## config.mk

```make
export PLATFORM = sky130hd
export DESIGN_NAME = dmem_block_ctrl
export DESIGN_NICKNAME = d
export VERILOG_FILES = /design/src/rtl/dmem_block_ctrl.sv
export SDC_FILE = /design/constraint.sdc
export NUM_CORES = 2
export LEC_CHECK = 0
export BUFFER_PORTS_ARGS = -buffer_cell sky130_fd_sc_hd__buf_2
export CORE_UTILIZATION = 40
export DETAILED_ROUTE_END_ITERATION = 8
export RECOVER_POWER = 50
export SLEW_MARGIN = 20
export SYNTH_ARGS = -nofsm -noshare
export SYNTH_HDL_FRONTEND = slang
export SYNTH_SLANG_ARGS = --single-unit
export TNS_END_PERCENT = 30
```

## constraint.sdc

```tcl
create_clock -name clock -period 2.7 [get_ports clock]
set_clock_uncertainty 0.15 [all_clocks]
set_input_delay 0.675 -clock clock [delete_from_list [all_inputs] [get_ports clock]]
set_output_delay 0.675 -clock clock [all_outputs]
set_load 0.01 [all_outputs]
```

## src/rtl/dmem_block_ctrl.sv

```systemverilog
// Block-organised data memory behind the data cache.
// Serves one block read or write at a time with a fixed, counted latency.
module dmem_block_ctrl #(
  parameter int ADDR_W  = 6,
  parameter int BLOCK_W = 32,
  parameter int LATENCY = 5
) (
  input  logic               clock,
  input  logic               reset,
  input  logic               read,
  input  logic               write,
  input  logic [ADDR_W-1:0]  address,
  input  logic [BLOCK_W-1:0] writedata,
  output logic [BLOCK_W-1:0] readdata,
  output logic               busywait,
  output logic               protocol_err
);

  localparam int DEPTH = 1 << ADDR_W;

  typedef enum logic [1:0] {
    S_IDLE,
    S_BUSY,
    S_DONE
  } state_e;

  state_e               state_q, state_d;
  logic [7:0]           cnt_q, cnt_d;
  logic [ADDR_W-1:0]    addr_q, addr_d;
  logic [BLOCK_W-1:0]   wdata_q, wdata_d;
  logic [BLOCK_W-1:0]   rdata_q, rdata_d;
  logic                 wr_q, wr_d;
  logic                 perr_q, perr_d;
  logic                 mem_we;
  logic [BLOCK_W-1:0]   mem_q [DEPTH];

  always_comb begin
    state_d = state_q;
    cnt_d   = cnt_q;
    addr_d  = addr_q;
    wdata_d = wdata_q;
    rdata_d = rdata_q;
    wr_d    = wr_q;
    perr_d  = 1'b0;
    mem_we  = 1'b0;
    unique case (state_q)
      S_IDLE: begin
        if (read || write) begin
          addr_d  = address;
          wdata_d = writedata;
          // A simultaneous read+write is served as a read only
          wr_d    = write & ~read;
          perr_d  = read & write;
          cnt_d   = 8'(LATENCY - 1);
          state_d = S_BUSY;
        end
      end
      S_BUSY: begin
        cnt_d = cnt_q - 8'd1;
        if (cnt_q == 8'd0) begin
          cnt_d   = 8'd0;
          state_d = S_DONE;
          if (wr_q) mem_we = 1'b1;
          else      rdata_d = mem_q[addr_q];
        end
      end
      S_DONE: begin
        state_d = S_IDLE;
      end
      default: begin
        state_d = S_IDLE;
      end
    endcase
  end

  always_ff @(posedge clock or negedge reset) begin
    if (!reset) begin
      state_q <= S_IDLE;
      cnt_q   <= '0;
      addr_q  <= '0;
      wdata_q <= '0;
      rdata_q <= '0;
      wr_q    <= 1'b0;
      perr_q  <= 1'b0;
    end else begin
      state_q <= state_d;
      cnt_q   <= cnt_d;
      addr_q  <= addr_d;
      wdata_q <= wdata_d;
      rdata_q <= rdata_d;
      wr_q    <= wr_d;
      perr_q  <= perr_d;
    end
  end

  always_ff @(posedge clock or negedge reset) begin
    if (!reset) begin
      for (int i = 0; i < DEPTH; i++) mem_q[i] <= '0;
    end else if (mem_we) begin
      mem_q[addr_q] <= wdata_q;
    end
  end

  // IDLE answers a new request combinationally so the cache stalls at once
  assign busywait = (state_q == S_BUSY) ||
                    ((state_q == S_IDLE) && (read || write));

  assign readdata     = rdata_q;
  assign protocol_err = perr_q;

endmodule

```

# Word-level counts from Yosys, hierarchy flattened
# Index checks and enable logic that the tools add are counted.
totals:
  out_inout_bits: 34
  regBits: 2130
  input_bits: 42
classes:
  order_cmp: 2
  reduce_logical: 11
  eq_ne: 3
  add_sub_neg: 1
  n_bitwise: 5
  n_mux: 17
ops:
  columns: ["op", "count"]
  rows:
  - ["$bwmux 2048", 1]
  - ["$bmux 32 s6", 1]
  - ["$demux 32 s6", 1]
  - ["$mux 32", 3]
  - ["$mux 8", 2]
  - ["$pmux 8 s2", 1]
  - ["$logic_not 8->1", 1]
  - ["$sub 8x1->8 const B", 1]
  - ["$ge 7x7->1 const B", 1]
  - ["$lt 7x1->1 const B", 1]
  - ["$not 6->7", 1]
  - ["$reduce_and 2->1", 3]
  - ["$mux 1", 5]
  - ["$mux 2", 2]
  - ["$ne 2x2->1 const B", 2]
  - ["$pmux 2 s2", 1]
  - ["$reduce_and 3->1", 1]
  - ["$and 1x1->1", 2]
  - ["$eq 2x1->1 const B", 1]
  - ["$logic_and 1x1->1", 2]
  - ["$logic_not 2->1", 1]
  - ["$logic_or 1x1->1", 2]
  - ["$not 1->1", 2]
  - ["$reduce_bool 2->1", 1]

# Logic depth before layout (Yosys ltp)
logic_depth:
  ltp_word: 6
  ltp_mapped: 10

# Worst setup path after synthesis
# Ideal clock, no wire load.
synth_timing:
  path_type: "register -> register"
  startpoint: "reg cnt_q[0]"
  endpoint: "reg mem_q[1729] in the netlist's numbering"
  path_stages_with_launch: 9
  synth_period_minus_slack_ps: 2689
  setup_ps: 125
  slack_ps: 11
  required_ps: 2425
  arrival_time_ps: 2414
  path_cell_list: "dfrtp_1 -> inv_1 -> ha_1 -> nor4b_4 -> nand4_4 -> nor2_8 -> nand2_4 -> buf_6 -> mux2_4"
synth_via:
  elab_chain_cells: 3
synth_rtl:
  columns: ["element", "line", "rtl"]
  rows:
  - ["start: declaration", "28", "logic [7:0] cnt_q, cnt_d;"]
  - ["start signal: assignment", "87", "cnt_q <= cnt_d;"]
  - ["$logic_not 8->1", "60", "if (cnt_q == 8'd0) begin"]
  - ["$mux 1", "60", null]
  - ["$mux 1", "46", "unique case (state_q)"]
  - ["end signal: indexed assignment", "100", "mem_q[addr_q] <= wdata_q;"]
  - ["end: declaration", "35", "logic [BLOCK_W-1:0] mem_q [DEPTH];"]
# No other way between the ends.
# A chain may end at the register's enable or synchronous reset.

# Worst setup path after layout
layout_timing:
  startpoint: "reg addr_q[2]"
  endpoint: "reg rdata_q[23], in the netlist readdata[23]"
layout_via:
  elab_chain_cells: 4
layout_rtl:
  columns: ["element", "line", "rtl"]
  rows:
  - ["start: declaration", "29", "logic [ADDR_W-1:0] addr_q, addr_d;"]
  - ["start signal: assignment", "88", "addr_q <= addr_d;"]
  - ["$not 6->7 (implied by the code)", "64", "else rdata_d = mem_q[addr_q];"]
  - ["$bmux 32 s6", "64", null]
  - ["$mux 32 (implied by the code) (2 in a row)", "64", null]
  - ["end signal: assignment", "90", "rdata_q <= rdata_d;"]
  - ["end: declaration", "31", "logic [BLOCK_W-1:0] rdata_q, rdata_d;"]
# No other way between the ends. The select of a mux whose other input is x is not followed.

==> key figures <==
Finish
  – Register Area: 0.0534 sq mm
  – Area of the multi-input gates: approximately 0.042 sq mm
  – Final nets: between 7000 and 8000
  – # fillers: approximately 20000
  – Layout cells sized above 1: 0.515
  – Area Growth Syn to Fin: 22.6%

Detailed routing
  – Vias per cell: around 6.0
  – DRT antenna net count: 0
  – Drt wl/cell: between 30 and 40 um
  – Via Count: between 60000 and 70000
  – Routed wire length: 335000 um
  – DRC violations left: 0
  – Initial DRC count: 5913
  – Router iterations before antenna repair: 6

Floorplan
  – CORE AREA: 0.241 sq mm
  – # rows: 180
  – Chip height: about 500 um
  – Initial core utilization: 0.403
  – I/O Pins: 76
  – Die area: roughly 0.25 sq mm
  – DIE WIDTH: 495 um

Clock tree
  – Worst skew pair latency: slightly below 900 ps
  – CTS max path bufs: 3
  – Total CTS buffers: between 200 and 250
  – CTS tree: built
  – Clk sinks: approximately 2100
  – Clock Pin Slew Worst Setup and Hold Paths: roughly 60 ps
  – CTS H-tree lvls: 4
  – Root buf cell: clkbuf_16

Min path
  – Worst Hold Class: in -> reg
  – WHS Endpoint: addr_q[0]$_DFFE_PN0P_
  – Worst Hold Path Cells: 3
  – Hold Startpoint: address[0]

STA
  – Final setup violation count: approximately 230
  – RSZ-0062 raised after global routing: yes
  – Final worst setup slack: -231 ps
  – Worst slew pin tran: about 1600 ps
  – Max Transition Viols Final: 20
  – Max transition margin: -0.0724
  – Period Utilization, post-route: 1.09
  – Hold Vio Cnt, Final: 0
  – Period minus WS final: ~3000 ps
  – Hold Slack: 146 ps
  – F_max: about 0.34 GHz

Power
  – Power Density: about 540 mW/mm^2
  – Pleak: approximately 61 nW
  – Total power: around 0.064 W
  – Sequential power share: 0.498
  – Gate power share: 0.013
  – Pint: between 0.05 and 0.06 W
  – Psw: between 0.01 and 0.015 W
  – Clock power frac: 0.490
  – Sw Ratio: 0.217
  – Max VDD drop: between 0.7 and 0.8 mV

Worst setup path
  – Worst r2r dst: readdata[23]$_DFFE_PN0P_
  – Cell family with most CP delay: compound AO/OA/AOI/OAI gates
  – CP Max Fanout: 7
  – Crit-path cells: buf_4, clkbuf_16, and3_4, a22o_1, a211oi_2, buf_4, o211a_1, nand4_1, o32a_1
  – Crit-path slowest cell: dfrtp_4
  – Setup crit end kind: flop
  – Type of origin of the critical path: flop
  – Worst R2R Start: addr_q[2]$_DFFE_PN0P_
  – WS Path Type: reg -> reg
  – Worst path depth: 9
  – Buf+Inv Stages, Crit Path: 3
  – R2r worst-path depth: 9
  – Critical path required time: 3320 ps
  – Worst EP arrival: roughly 3600 ps
  – FF-to-FF setup slack: -230 ps
  – Most frequent cell on the critical path: buf_4
  – Worst path max stage delay: between 500 and 600 ps

Yosys
  – Area leader, netlist: dfrtp_1
  – Post-synth EDFFs: 0
  – Syn avg cell area: 14.6 sq um
  – Synthesis warning total: 0
  – Multiplexer share of the synthesized area: 0.329
  – Post-synthesis compound-gate area fraction: 0.0621
  – Most frequent cells after synthesis: dfrtp_1 (2130), mux2_2 (1717), clkbuf_1 (363), mux2i_1 (279), mux2_1 (252)
  – Syn nets: between 6000 and 7000
  – Largest family of logic cells by synthesized area: multiplexers
  – Top-count cell post-synth: dfrtp_1
  – Post-Syn Area: 0.0973 sq mm
  – Synth cell types: 70
  – Synth Area in Adders: 0.000257
  – Ys flop type: dfrtp_1
  – Synth Instances: 6667
  – Sequential share of the synthesized area: 0.548
  – Top post-synthesis cells by area: dfrtp_1 (55%), mux2_2 (20%), mux4_2 (4.7%)
  – Post-synth ARST share: 1.00
  – Post-synthesis xor/xnor area fraction: 0.000180
  – Post-synth top area share: 0.548
  – Simple-gate portion of the synthesized area: 0.0251
  – Number of synthesized register bits: roughly 2100

Global routing
  – Largest net degree at the start of global routing: 140
  – Initial antenna violation count: 9
  – M2 GR Usage: 0.422
  – GR Util met1: 0.375
  – Vias in the first global route: around 66000
  – Busiest grt layer: met2
  – GRT overflow: 0
  – Total GRT Usage: 0.269
  – Met3 usage: 0.0467
  – First-pass GRT wire length: approximately 480000 um

Place
  – Port buffer count: 75
  – Final HPWL DP: 215000 um
  – Placer Congestion: ~0.87

Run
  – Max Cap Viol: 1

Outcome
  – Status: finished, violations left
  – Failing checks: capacitance limit, slew limit, setup timing
## power groups by stage
stage	registers [W]	logic [W]	clock network, W
finish	0.0319	0.000814	0.0314
global route	0.0319	0.000947	0.0331
CTS	0.0319	0.000913	0.0319
detailed placement	0.0325	0.000867	0
global placement	0.0325	0.000847	0
floorplan	0.0325	0.000000550	0
## routing by layer
metal,vias to the layer above,routed length (um),share of wire
met5,-,0,0
met4,0,12500,0.037
met3,610,25000,0.075
met2,2524,155000,0.46
met1,34781,143000,0.43
li1,26079,-,-
## placed cells by master, fill, tap and decap left out, types with 170 or more instances in the layout
| cell | instances |
|---|---|
| a221oi_1 | 170 |
| buf_12 | 254 |
| buf_4 | 558 |
| clkbuf_16 | 244 |
| dfrtp_1 | 2095 |
| mux2_1 | 237 |
| mux2_2 | 1716 |
| mux2_4 | 185 |
| mux2i_1 | 270 |
| mux4_2 | 202 |
## stage by stage
stage          area [sq um]   util  setup TNS (ps)  instances  setup slack, ps
3_3_place_gp         108000  0.448          -68590      10058             -803
6_report             119000  0.495           -5240      10668             -231
5_1_grt              119000  0.495         -111680      10661             -196
2_1_floorplan         97300      -               0       6667             10.5
3_5_place_dp         108000  0.448          -64650      10058             -814
4_1_cts              117000  0.487            -958      10560             -130
## area by class of cell
type | count | area share
inverter | 6 | 0.000378
timing repair buffer | 1099 | 0.104
multi-input combinational | 3837 | 0.353
tap | 3185 | 0.0334
clock inverter | 73 | 0.00754
sequential | 2130 | 0.447
clock buffer | 326 | 0.0547
antenna | 12 | 0.000252
## cell families after synthesis
logic type	count (synthesis)
AND/OR/NAND/NOR	400
AO/OA/AOI/OAI	814
flip-flops	2130
XOR/XNOR	2
multiplexers	2619
buffers and inverters	700
adder cells (fa/ha/maj)	2
## worst reg2reg max path, stage by stage (launching register included)
cell and delay, ps:
dfrtp_4 580, buf_4 210, clkbuf_16 170, and3_4 200, a22o_1 250, a211oi_2 220
buf_4 210, o211a_1 200, nand4_1 260, o32a_1 370
## worst max-delay path by stage
stage,start,end,slack (ps)
CTS,addr_q[0]$_DFFE_PN0P_,readdata[13]$_DFFE_PN0P_,-130
detailed placement,addr_q[0]$_DFFE_PN0P_,readdata[13]$_DFFE_PN0P_,-810
global route,addr_q[0]$_DFFE_PN0P_,readdata[23]$_DFFE_PN0P_,-200
floorplan,cnt_q[0]$_DFFE_PN0P_,mem_q[1729]$_DFFE_PN0P_,10
finish,addr_q[2]$_DFFE_PN0P_,readdata[23]$_DFFE_PN0P_,-230
global placement,addr_q[0]$_DFFE_PN0P_,readdata[13]$_DFFE_PN0P_,-800
## registers in the layout, summed over array words and instances (netlist names)
register / count
mem_q: 2048
readdata: 32
wdata_q: 32
cnt_q: 8
addr_q: 6
state_q: 2
protocol_err: 1
wr_q: 1
## timing repair
item                       in CTS  in global routing
setup buffers                  54                 86
pin swaps                      39                 75
resized for setup             200                254
setup endpoints to repair     572               1032
gates cloned                    9                 18
hold buffers                   41                  0
hold endpoints to repair      605                  0
No activity file was read; power rests on OpenSTA's default activity.
